**src/rtl/srio_udp_pkg.sv**
```systemverilog
// Shared types, limits and helpers for the SRIO-to-UDP receive path.
package srio_udp_pkg;

   typedef enum logic [2:0] {
      ST_IDLE,
      ST_REQ,
      ST_HI,
      ST_LO,
      ST_DROP
   } state_e;

   localparam logic [15:0] MAX_LEN_DEF = 16'd1472;
   localparam logic [15:0] MIN_LEN_DEF = 16'd1;

   // Bits [63:32] of an SRIO beat leave the block before bits [31:0].
   localparam bit UPPER_WORD_FIRST = 1'b1;

   function automatic logic [3:0] popcount8(input logic [7:0] v);
      logic [3:0] n;
      n = 4'd0;
      for (int i = 0; i < 8; i++) begin
         n = n + {3'd0, v[i]};
      end
      return n;
   endfunction

endpackage

```
**src/rtl/srio2udp_width_conv.sv**
```systemverilog
// 64-bit beat holding register that replays a beat as one or two 32-bit words.
module srio2udp_width_conv
   import srio_udp_pkg::*;
(
   input  logic        clk,
   input  logic        rst,
   input  logic        load,
   input  logic        load_first,
   input  logic [63:0] beat_data,
   input  logic [7:0]  beat_keep,
   input  logic        beat_last,
   input  logic        udp_ready,
   output logic [31:0] udp_data,
   output logic [3:0]  udp_keep,
   output logic        udp_valid,
   output logic        udp_first,
   output logic        udp_last,
   output logic        beat_end,
   output logic        pkt_end,
   output logic        lo_next
);

   logic [63:0] data_q, data_d;
   logic [7:0]  keep_q, keep_d;
   logic        last_q, last_d;
   logic        first_q, first_d;
   logic        valid_q, valid_d;
   logic        lo_q, lo_d;

   logic [31:0] word_a, word_b;
   logic [3:0]  keep_a, keep_b;
   logic        xfer, final_half;

   always_comb begin
      word_a = UPPER_WORD_FIRST ? data_q[63:32] : data_q[31:0];
      word_b = UPPER_WORD_FIRST ? data_q[31:0]  : data_q[63:32];
      keep_a = UPPER_WORD_FIRST ? keep_q[7:4]   : keep_q[3:0];
      keep_b = UPPER_WORD_FIRST ? keep_q[3:0]   : keep_q[7:4];

      // A beat whose second half carries no bytes ends on its first word.
      final_half = lo_q | (keep_b == 4'd0);
      xfer       = valid_q & udp_ready;
      beat_end   = xfer & final_half;
      pkt_end    = beat_end & last_q;

      udp_data  = lo_q ? word_b : word_a;
      udp_keep  = lo_q ? keep_b : keep_a;
      udp_valid = valid_q;
      udp_first = first_q;
      udp_last  = last_q & final_half;

      data_d  = data_q;
      keep_d  = keep_q;
      last_d  = last_q;
      first_d = first_q;
      valid_d = valid_q;
      lo_d    = lo_q;

      if (xfer) begin
         first_d = 1'b0;
         if (final_half) begin
            valid_d = 1'b0;
            lo_d    = 1'b0;
         end else begin
            lo_d = 1'b1;
         end
      end

      if (load) begin
         data_d  = beat_data;
         keep_d  = beat_keep;
         last_d  = beat_last;
         first_d = load_first;
         valid_d = 1'b1;
         lo_d    = 1'b0;
      end

      lo_next = lo_d;
   end

   always_ff @(posedge clk or posedge rst) begin
      if (rst) begin
         data_q  <= '0;
         keep_q  <= '0;
         last_q  <= 1'b0;
         first_q <= 1'b0;
         valid_q <= 1'b0;
         lo_q    <= 1'b0;
      end else begin
         data_q  <= data_d;
         keep_q  <= keep_d;
         last_q  <= last_d;
         first_q <= first_d;
         valid_q <= valid_d;
         lo_q    <= lo_d;
      end
   end

endmodule

```
**src/rtl/srio2udp_interface.sv**
```systemverilog
// SRIO receive stream (64-bit) to UDP transmit stream (32-bit) with arbitration,
// length screening and byte-count checking.
module srio2udp_interface
   import srio_udp_pkg::*;
#(
   parameter logic [15:0] MAX_LEN = MAX_LEN_DEF,
   parameter logic [15:0] MIN_LEN = MIN_LEN_DEF
)(
   input  logic        clk_udp,
   input  logic        reset_udp,
   input  logic [63:0] srio_data_in,
   input  logic        srio_valid_in,
   input  logic        srio_first_in,
   input  logic        srio_last_in,
   input  logic [7:0]  srio_keep_in,
   input  logic [15:0] srio_length_in,
   output logic        srio_ready_out,
   output logic        udp_req_out,
   input  logic        udp_ack_in,
   output logic [31:0] udp_data_out,
   output logic        udp_valid_out,
   output logic        udp_first_out,
   output logic        udp_last_out,
   output logic [3:0]  udp_keep_out,
   output logic [15:0] udp_length_out,
   input  logic        udp_ready_in,
   output logic        pkt_done_out,
   output logic        len_err_out
);

   state_e      state_q, state_d;
   logic [15:0] len_q, len_d;
   logic [15:0] cnt_q, cnt_d;
   logic        req_q, req_d;
   logic        done_q, done_d;
   logic        err_q, err_d;

   logic        load, load_first;
   logic        conv_valid, conv_beat_end, conv_pkt_end, conv_lo_next;
   logic [15:0] beat_bytes;

   assign beat_bytes = {12'd0, popcount8(srio_keep_in)};

   always_comb begin
      state_d        = state_q;
      len_d          = len_q;
      cnt_d          = cnt_q;
      req_d          = req_q;
      done_d         = 1'b0;
      err_d          = 1'b0;
      srio_ready_out = 1'b0;
      load           = 1'b0;
      load_first     = 1'b0;

      case (state_q)
         ST_IDLE: begin
            // The first beat stays on the bus until the grant arrives.
            if (srio_valid_in && srio_first_in) begin
               if (srio_length_in < MIN_LEN || srio_length_in > MAX_LEN) begin
                  err_d   = 1'b1;
                  state_d = ST_DROP;
               end else begin
                  len_d   = srio_length_in;
                  req_d   = 1'b1;
                  state_d = ST_REQ;
               end
            end else if (srio_valid_in) begin
               srio_ready_out = 1'b1;
            end
         end
         ST_REQ: begin
            if (udp_ack_in) begin
               req_d          = 1'b0;
               srio_ready_out = 1'b1;
               load           = 1'b1;
               load_first     = 1'b1;
               cnt_d          = beat_bytes;
               state_d        = ST_HI;
            end
         end
         ST_HI, ST_LO: begin
            if (conv_pkt_end) begin
               done_d  = 1'b1;
               err_d   = (cnt_q != len_q);
               state_d = ST_IDLE;
            end else if (conv_beat_end || !conv_valid) begin
               // Refill in the same cycle the held beat drains: no bubble.
               srio_ready_out = 1'b1;
               state_d        = ST_HI;
               if (srio_valid_in) begin
                  load  = 1'b1;
                  cnt_d = cnt_q + beat_bytes;
                  err_d = srio_first_in;
               end
            end else begin
               state_d = conv_lo_next ? ST_LO : ST_HI;
            end
         end
         ST_DROP: begin
            srio_ready_out = 1'b1;
            if (srio_valid_in && srio_last_in) begin
               state_d = ST_IDLE;
            end
         end
         default: state_d = ST_IDLE;
      endcase
   end

   always_ff @(posedge clk_udp or posedge reset_udp) begin
      if (reset_udp) begin
         state_q <= ST_IDLE;
         len_q   <= '0;
         cnt_q   <= '0;
         req_q   <= 1'b0;
         done_q  <= 1'b0;
         err_q   <= 1'b0;
      end else begin
         state_q <= state_d;
         len_q   <= len_d;
         cnt_q   <= cnt_d;
         req_q   <= req_d;
         done_q  <= done_d;
         err_q   <= err_d;
      end
   end

   assign udp_req_out    = req_q;
   assign udp_length_out = len_q;
   assign pkt_done_out   = done_q;
   assign len_err_out    = err_q;

   srio2udp_width_conv u_conv (
      .clk        (clk_udp),
      .rst        (reset_udp),
      .load       (load),
      .load_first (load_first),
      .beat_data  (srio_data_in),
      .beat_keep  (srio_keep_in),
      .beat_last  (srio_last_in),
      .udp_ready  (udp_ready_in),
      .udp_data   (udp_data_out),
      .udp_keep   (udp_keep_out),
      .udp_valid  (conv_valid),
      .udp_first  (udp_first_out),
      .udp_last   (udp_last_out),
      .beat_end   (conv_beat_end),
      .pkt_end    (conv_pkt_end),
      .lo_next    (conv_lo_next)
   );

   assign udp_valid_out = conv_valid;

endmodule

```
**config.mk**
```make
export PLATFORM = sky130hd
export DESIGN_NAME = srio2udp_interface
export DESIGN_NICKNAME = d
export VERILOG_FILES = /design/src/rtl/srio_udp_pkg.sv /design/src/rtl/srio2udp_width_conv.sv /design/src/rtl/srio2udp_interface.sv
export SDC_FILE = /design/constraint.sdc
export NUM_CORES = 1
export LEC_CHECK = 0
export CAP_MARGIN = 25
export CORE_ASPECT_RATIO = 0.8
export CORE_MARGIN = 10
export CORE_UTILIZATION = 30
export CTS_BUF_LIST = sky130_fd_sc_hd__clkbuf_8 sky130_fd_sc_hd__clkbuf_16
export DETAILED_ROUTE_END_ITERATION = 8
export PLACE_DENSITY = 0.53
export SYNTH_ARGS = -nofsm -noshare
export SYNTH_HDL_FRONTEND = slang
export SYNTH_SLANG_ARGS = --single-unit
```
**constraint.sdc**
```tcl
create_clock -name clk_udp -period 5.9 [get_ports clk_udp]
set_input_delay 1.18 -clock clk_udp [delete_from_list [all_inputs] [get_ports clk_udp]]
set_output_delay 1.18 -clock clk_udp [all_outputs]
set_load 0.05 [all_outputs]
```
==> flow_summary.json, run 1 <==
{
  "rsz0062_at_grt": "false",
  "cts_tree": "done",
  "cts_buffer_depth": 2,
  "ys_types": 46,
  "synth_top_family_by_area": "simple AND/OR/NAND/NOR gates",
  "yosysSeqAreaShare_pct": 50.9,
  "synth_compound_area_share_pct": 6.52,
  "yosys.area.top_type": "dfrtp_1",
  "cts-root-buf": "clkbuf_16",
  "power.internal_w": 0.00170,
  "path_max_fanout": 6,
  "ios": 154,
  "synthMuxAreaShare_pct": 10.4,
  "overflow": 0,
  "die_y_um": 142,
  "hold_buffers": 0,
  "syn_inst": 587,
  "netSwitchingPower_w": 0.000571,
  "drtAntennaViolNets": 0,
  "num_rows": 44,
  "grt_pass1_vias": 4901,
  "powerDensity_mw_per_mm2": 281,
  "critPathLaunchType": "primary input",
  "synth-simple-area-share_pct": 21.3,
  "gp_congestion": 0.798,
  "worst_pin_slew_ps": 858,
  "synth_xor_area_share_pct": 3.91,
  "cap_violations": 0,
  "swShare_pct": 25.2,
  "dieWidth_um": 173,
  "area_delta_synth_final_pct": 43.8,
  "setup.worst_path.class": "primary input to flop",
  "hpwl_mm": 11.6,
  "fmax_mhz": 194,
  "routed_via_density": 4.58,
  "synthAdderAreaFrac_pct": 3.35,
  "p_seq_share_pct": 36.7,
  "synth_nets": 694,
  "final_net_count": 844,
  "grt_first_pass_wirelength_mm": 26.2,
  "drv_slew": 0,
  "synth_top_cell_area_share_pct": 50.9,
  "n_fill_cell": 1755,
  "vias": 4595,
  "power.leakage_nw": 3.88,
  "async_flop_share_pct": 100,
  "synth-edff-count": 0,
  "io_buffer_count": 153,
  "yosysWarnings": 0,
  "clk_pin_slew_worst_paths_ps": 50,
  "ys_seq_elements": 114,
  "outcome": "completed",
  "vdd_drop_max_mv": 0.178,
  "gr-usage-all-layers_pct": 13.3,
  "syn_avg_cell_area_um2": 9.54,
  "stdcell_count": 1003,
  "pwr-share-comb_pct": 14.9,
  "htreeDepth": 4,
  "setup_violations": 0,
  "setup_tns_ps": 0,
  "clock_power_share_pct": 48.4,
  "start_util_pct": 30.7,
  "post_cts_buffers": 0,
  "dpl_worst_slack_ps": 289,
  "wl_per_cell_um": 16.2,
  "cts_buffers": 17,
  "synth_ff_type": "dfrtp_1",
  "drive_gt1_share_pct": 12.8,
  "finalCriticalPeriod_ps": 5150,
  "max-slew-margin-rel_pct": 42.7,
  "place_inst": 969,
  "worstSetupEndpointType": "flop",
  "clkLatencyLatePin_ps": 420,
  "crit_required_ps": 6190,
  "yosys-top-cells-area": "dfrtp_1 51%, nand2_1 14%, mux2_2 9.7%",
  "cts_resized": 0,
  "fin_ws_ps": 753,
  "fin_skew_ps": 7.89,
  "wl_mm": 16.3,
  "cp.arrival_ps": 5440,
  "netlist_area_mm2": 0.00560,
  "finalCritPeriodShare_pct": 87.2,
  "antenna_found_initial": 1,
  "drt_iter0_markers": 225,
  "core_area_mm2": 0.0182,
  "grt_start_max_net_pins": 77,
  "hold_violations": 0,
  "drc": 0,
  "die_area_mm2": 0.0246,
  "dr.pass1.iters": 4,
  "clock_sinks": 114,
  "min_path_type": "flop to flop"
}
through the flow:
step / util, % / hold WS (ps) / instance area [µm²] / total power (W)
detailed placement: 40.5 / 452 / 7370 / 0.00118
CTS: 43.9 / 465 / 8000 / 0.00229
finish: 44.2 / 459 / 8050 / 0.00227
global route: 44.2 / 484 / 8050 / 0.00237
global placement: 40.5 / 444 / 7370 / 0.00117
floorplan: - / 433 / 5600 / 0.00104
cell type report:
| type | count | area, µm² | area share (%) |
|---|---|---|---|
| Clock inverter | 8 | 124 | 1.54 |
| Antenna cell | 1 | 2.50 | 0.0311 |
| Sequential cell | 114 | 2850 | 35.4 |
| Tap cell | 253 | 317 | 3.93 |
| Clock buffer | 23 | 508 | 6.31 |
| Multi-Input combinational cell | 423 | 2550 | 31.7 |
| Timing Repair Buffer | 159 | 1610 | 20.0 |
| Inverter | 22 | 85.1 | 1.06 |
layout by cell type (no fill, tap or decap), types with 3 or more instances in the layout:
| master | Yosys | final |
|---|---|---|
| nand3_1 | 6 | 6 |
| bufinv_16 | 0 | 3 |
| inv_1 | 22 | 21 |
| xor2_1 | 16 | 16 |
| nand2_1 | 215 | 214 |
| mux2i_1 | 4 | 4 |
| nor2b_1 | 4 | 4 |
| ha_1 | 7 | 7 |
| a211oi_1 | 5 | 5 |
| fa_1 | 5 | 5 |
| nor2_1 | 17 | 17 |
| a21oi_1 | 19 | 19 |
| nand4_1 | 3 | 3 |
| nand3b_1 | 4 | 4 |
| mux2_2 | 48 | 48 |
| and2_1 | 6 | 5 |
| clkbuf_8 | 0 | 6 |
| dfrtp_1 | 114 | 113 |
| buf_4 | 1 | 4 |
| clkdlybuf4s50_1 | 0 | 153 |
| nor4_1 | 8 | 8 |
| o31ai_1 | 4 | 4 |
| clkbuf_16 | 0 | 17 |
| xnor2_1 | 9 | 9 |
| o21ai_0 | 12 | 12 |
metal layers:
layer  up-vias  track usage, %  routed length [µm]
met1      2243            16.3                7380
met2        97            21.8                8000
met5         -               0                   0
met4         0            5.25                 250
met3        16            3.63                 661
li1       2239               -                   -
logic make-up after synthesis:
group	after synthesis
AO/OA/AOI/OAI	56
XOR/XNOR	25
adder cells (fa/ha/maj)	12
buffers and inverters	50
flip-flops	114
multiplexers	52
AND/OR/NAND/NOR	278
registers in the layout (all words and copies together), names as in the netlist:
register and flops:
u_conv.keep_q 8, u_conv.udp_first 1, udp_req_out 1, u_conv.udp_valid 1, len_err_out 1, u_conv.last_q 1
udp_length_out 16, state_q 3, u_conv.data_q 64, pkt_done_out 1, u_conv.lo_q 1, cnt_q 16
worst max-delay path: stages:
cell	delay [ps]
clkdlybuf4s50_1	450
inv_1	60
fa_1	550
fa_1	430
fa_1	430
inv_1	70
ha_1	160
inv_1	60
fa_1	550
inv_1	70
ha_1	290
a211o_1	320
a21oi_1	420
a2111oi_0	190
xnor2_1	170
nor2_1	50
power groups by stage:
stage / registers (W) / logic (W) / clock network [W]
finish: 0.000831 / 0.000339 / 0.00110
global route: 0.000835 / 0.000374 / 0.00116
CTS: 0.000831 / 0.000339 / 0.00112
detailed placement: 0.000845 / 0.000338 / 0
global placement: 0.000844 / 0.000326 / 0
floorplan: 0.000863 / 0.000174 / 0
cell usage after synthesis (3+ instances only):
library cell / count
xnor2_1: 9
nand4_1: 3
nand3_1: 6
mux2i_1: 4
fa_1: 5
o31ai_1: 4
clkbuf_1: 18
and2_1: 6
nand3b_1: 4
mux2_2: 48
ha_1: 7
inv_1: 22
xor2_1: 16
buf_2: 8
nor4_1: 8
a211oi_1: 5
nor2b_1: 4
a21oi_1: 19
nand2_1: 215
nor2_1: 17
o21ai_0: 12
dfrtp_1: 114
final timing paths:
check                                  startpoint           endpoint  slack (ps)  depth (start not counted)
worst max-delay path              srio_keep_in[0]          cnt_q[11]         750                         16
worst min-delay path            u_conv.data_q[58]  u_conv.data_q[58]         460                          2
worst max register to register         state_q[1]           cnt_q[1]        3280                          6
worst min register to register  u_conv.data_q[58]  u_conv.data_q[58]         460                          2
max in group asynchronous               reset_udp   u_conv.data_q[0]        3640                          4
min in group asynchronous               reset_udp       pkt_done_out        1090                          2
Power figures use the tool's default switching activity.
==> inputs of run 2 (changes only) <==
PLACE_DENSITY = unset   (was 0.53)
==> run 2 against run 1 <==
Effect of this change: clock skew fell by 1.1 ps; power fell by 1.7%; non-clock buffer count did not move; count of clock-buffer cells in the layout fell by 5; first-iteration DRC count rose by 29%; hold slack got worse by 1.8 ps; critical endpoint unchanged; largest power group unchanged.
==> flow_summary.json, run 2 (synthesized netlist as in run 1, its figures left out) <==
{
  "outcome": "completed",
  "htreeDepth": 4,
  "crit_chain": "clkdlybuf4s50_1 -> inv_1 -> fa_1 -> fa_1 -> fa_1 -> inv_1 -> ha_1 -> inv_1 -> fa_1 -> inv_1 -> ha_1 -> a211o_1 -> a21oi_1 -> a2111oi_0 -> xnor2_1 -> nor2_1",
  "routed_via_density": 4.49,
  "io_buffer_count": 153,
  "hpwl_mm": 11.5,
  "crit_slowest_cell": "fa_1",
  "finalCriticalPeriod_ps": 5270,
  "grt_first_pass_wirelength_mm": 26.2,
  "drc": 0,
  "ios": 154,
  "cp.arrival_ps": 5560,
  "cts-root-buf": "clkbuf_16",
  "num_rows": 44,
  "gp_congestion": 0.800,
  "wl_per_cell_um": 16.0,
  "critPathLaunchType": "primary input",
  "vdd_drop_max_mv": 0.154,
  "hold_buffers": 0,
  "clk_pin_slew_worst_paths_ps": 60,
  "fmax_mhz": 190,
  "cap_violations": 0,
  "dr.pass1.iters": 4,
  "crit_required_ps": 6190,
  "overflow": 0,
  "cts_tree": "done",
  "final_cell_mix": "214 x nand2_1, 153 x clkdlybuf4s50_1, 113 x dfrtp_1, 48 x mux2_2, 21 x inv_1",
  "cts_buffer_depth": 2,
  "setup.worst_path.class": "primary input to flop",
  "area_delta_synth_final_pct": 43.0,
  "antenna_found_initial": 1,
  "final_common_cell": "nand2_1",
  "clock_sinks": 114,
  "crit_buf_inv": 5,
  "die_y_um": 142,
  "post_cts_buffers": 0,
  "max-slew-margin-rel_pct": 45.8,
  "slowest_delay_ps": 580,
  "wl_mm": 16.0,
  "largest_register_ffs": 64,
  "path_max_fanout": 6,
  "setup_tns_ps": 0,
  "drv_slew": 0,
  "ff2ff_path_depth": 5,
  "die_area_mm2": 0.0246,
  "clkLatencyLatePin_ps": 410,
  "rsz0062_at_grt": "false",
  "setup_violations": 0,
  "start_util_pct": 30.7,
  "hold_violations": 0,
  "placed_cell_area_mm2": 0.00739,
  "design_area_mm2": 0.00801,
  "worstSetupEndpointType": "flop",
  "vias": 4507,
  "power.leakage_nw": 3.85,
  "cts_buffers": 17,
  "min_path_type": "flop to flop",
  "dieWidth_um": 173,
  "top_register": "u_conv.data_q",
  "finalCritPeriodShare_pct": 89.3,
  "critPathTopFamily": "adder cells",
  "drt_iter0_markers": 290,
  "place_inst": 971,
  "drtAntennaViolNets": 0,
  "cts_resized": 0,
  "drive_gt1_share_pct": 12.9,
  "stdcell_count": 1004,
  "core_area_mm2": 0.0182,
  "powerDensity_mw_per_mm2": 278,
  "fin_skew_ps": 6.77,
  "hold-path-cell-count": 2,
  "path_depth": 16,
  "worst_pin_slew_ps": 812,
  "gr-usage-all-layers_pct": 13.3,
  "grt_start_max_net_pins": 57,
  "grt_pass1_vias": 4702,
  "final_net_count": 844
}
==> run 2: cell count changes in the layout (fill, tap and decap cells not counted) <==
cell	change
clkbuf_8	-5
buf_4	+2
clkinv_2	-2
clkinvlp_4	+3
clkinv_4	+3
buf_16	-1
buf_12	-1
inv_6	+2
==> run 2: cell type report <==
type | count | area (µm²)
multi-input combinational | 423 | 2550
fill | 1780 | 10200
clock buffer | 18 | 439
clock inverter | 14 | 180
timing repair buffer | 159 | 1580
tap | 253 | 317
sequential | 114 | 2850
antenna | 1 | 2.50
inverter | 22 | 85.1
==> run 2: per-layer routing <==
metal	GRT usage (%)	vias to the layer above	routed length, µm	share of wire, %
li1	-	2237	-	-
met1	18.0	2132	7910	49
met2	18.6	126	6560	41
met3	6.44	10	1440	9.0
met4	2.85	2	106	0.66
met5	0	-	11	0.069
==> run 2: tightest hold or removal path, cell delays in order (launching register included) <==
cell,delay [ps]
dfrtp_1,340
nand2_1,50
nand2_1,40
==> run 2: worst paths after layout <==
kind	end	slack, ps	from
worst max-delay path	cnt_q[11]	630	srio_keep_in[0]
worst min-delay path	u_conv.data_q[22]	460	u_conv.data_q[22]
worst max register to register	u_conv.keep_q[7]	3200	u_conv.lo_q
worst min register to register	u_conv.data_q[22]	460	u_conv.data_q[22]
max in group asynchronous	u_conv.data_q[20]	3700	reset_udp
min in group asynchronous	u_conv.data_q[23]	1200	reset_udp
==> run 2: per-stage QoR <==
stage	total power (W)	hold slack (ps)	util [%]	setup slack, ps
2_1_floorplan	0.00104	433	-	1060
3_3_place_gp	0.00117	445	40.5	389
3_5_place_dp	0.00118	450	40.5	232
4_1_cts	0.00226	463	43.9	667
5_1_grt	0.00233	470	43.9	395
6_report	0.00223	458	44.0	633
==> run 2: report_power, final <==
part | switching [W] | internal, W
Sequential | 0.0000222 | 0.000809
Combinational | 0.000176 | 0.000156
Clock | 0.000384 | 0.000680
==> inputs of run 3 (changes only) <==
CORE_UTILIZATION = 52   (was 30)
PLACE_DENSITY = 0.85   (was unset)
==> run 3 against run 2 <==
Effect of this change: hold slack improved by 4.3 ps; maximum frequency is 1.7% higher; combinational power rose by 1%; die area down 38%; critical path depth is 1 lower; non-clock buffer count fell by 2; final area decreased by 2.3%; clock skew rose by 0.67 ps; power is 1.6% lower; setup slack improved by 88 ps.
==> flow_summary.json, run 3 (synthesized netlist as in run 1, its figures left out) <==
{
  "worstSetupEndpointType": "flop",
  "cts_resized": 0,
  "hpwl_mm": 11.3,
  "overflow": 0,
  "fmax_mhz": 193,
  "finalCritPeriodShare_pct": 87.8,
  "clk_pin_slew_worst_paths_ps": 60,
  "wl_mm": 15.9,
  "drive_gt1_share_pct": 12.7,
  "min_path_type": "flop to flop",
  "dr.pass1.iters": 5,
  "cts_buffers": 17,
  "die_area_mm2": 0.0153,
  "htreeDepth": 4,
  "setup_tns_ps": 0,
  "clock_sinks": 114,
  "outcome": "completed",
  "crit_chain": "clkdlybuf4s50_1 -> inv_1 -> fa_1 -> fa_1 -> fa_1 -> inv_1 -> ha_1 -> inv_1 -> fa_1 -> fa_1 -> nor2b_1 -> o21ai_0 -> and2_0 -> or4_1 -> a21oi_1",
  "final_net_count": 842,
  "drc": 0,
  "worst_pin_slew_ps": 996,
  "cap_violations": 0,
  "crit_slowest_cell": "fa_1",
  "power.leakage_nw": 3.83,
  "vias": 4703,
  "gr-usage-all-layers_pct": 20.7,
  "path_max_fanout": 6,
  "powerDensity_mw_per_mm2": 280,
  "routed_via_density": 5.30,
  "critPathLaunchType": "primary input",
  "vdd_drop_max_mv": 0.203,
  "ios": 154,
  "num_rows": 33,
  "setup.worst_path.class": "primary input to flop",
  "rsz0062_at_grt": "false",
  "drt_iter0_markers": 319,
  "start_util_pct": 54.0,
  "placed_cell_area_mm2": 0.00723,
  "hold_buffers": 0,
  "cts_buffer_depth": 2,
  "crit_required_ps": 6230,
  "top_register": "u_conv.data_q",
  "area_delta_synth_final_pct": 39.7,
  "setup_violations": 0,
  "grt_first_pass_wirelength_mm": 25.7,
  "max-slew-margin-rel_pct": 33.6,
  "final_common_cell": "nand2_1",
  "cts-root-buf": "clkbuf_16",
  "finalCriticalPeriod_ps": 5180,
  "post_cts_buffers": 0,
  "grt_start_max_net_pins": 68,
  "cp.arrival_ps": 5510,
  "grt_pass1_vias": 5080,
  "core_area_mm2": 0.0104,
  "antenna_cells": 0,
  "wl_per_cell_um": 17.9,
  "cpMostUsedCell": "fa_1",
  "io_buffer_count": 153,
  "dieWidth_um": 136,
  "clkLatencyLatePin_ps": 400,
  "drtAntennaViolNets": 0,
  "slowest_delay_ps": 550,
  "die_y_um": 113,
  "fin_skew_ps": 7.44,
  "cts_tree": "done",
  "drv_slew": 0,
  "largest_register_ffs": 64,
  "totalPowerFinal_w": 0.00219,
  "final_cell_mix": "214 x nand2_1, 153 x clkdlybuf4s50_1, 113 x dfrtp_1, 48 x mux2_2, 21 x inv_1",
  "antenna_found_initial": 0,
  "hold_violations": 0,
  "design_area_mm2": 0.00782,
  "gp_congestion": 0.848
}
-- run 3: power breakdown --
part           switching [W]  internal, W
clock network       0.000363     0.000659
registers          0.0000234     0.000809
logic               0.000180     0.000156
total               0.000567      0.00162
-- run 3: critical path, delay by kind of cell --
kind / cells / cell delay, ps
compound gates: 2 / 280
fa+ha+maj: 6 / 2570
buf+inv: 4 / 630
simple gates: 3 / 830
-- run 3: cell type report --
class / instances / area (µm²)
clock buffer: 17 / 425
clock inverter: 15 / 166
fill: 724 / 2540
inverter: 22 / 85.1
multi-input combinational: 423 / 2550
sequential: 114 / 2850
tap: 140 / 175
timing repair buffer: 157 / 1560
-- run 3: metrics by stage --
step / hold slack (ps) / utilization (%) / instances / worst slack (ps)
2_1_floorplan: 433 / - / 587 / 1060
5_1_grt: 481 / 75.5 / 888 / 464
4_1_cts: 465 / 75.5 / 888 / 715
3_3_place_gp: 443 / 69.8 / 856 / 494
6_report: 462 / 75.5 / 888 / 721
3_5_place_dp: 452 / 69.8 / 856 / 336
-- run 3: path summary, 6_finish.rpt --
kind	endpoint	slack (ps)	cells after the start	startpoint
setup / recovery	cnt_q[12]	720	15	srio_keep_in[0]
hold / removal	u_conv.data_q[17]	460	2	u_conv.data_q[17]
setup reg to reg	u_conv.data_q[62]	3120	5	u_conv.lo_q
hold reg to reg	u_conv.data_q[17]	460	2	u_conv.data_q[17]
max in group asynchronous	u_conv.lo_q	3450	3	reset_udp
min in group asynchronous	u_conv.data_q[23]	1290	2	reset_udp
-- run 3: routing by layer --
metal / part of all wire (%) / global-route usage (%) / routed length (µm) / vias up
li1: - / - / - / 2225
met1: 41 / 24.3 / 6480 / 2304
met2: 51 / 35.9 / 8100 / 156
met3: 6.3 / 5.53 / 1010 / 18
met4: 1.7 / 6.95 / 277 / 0
met5: 0 / 0 / 0 / -
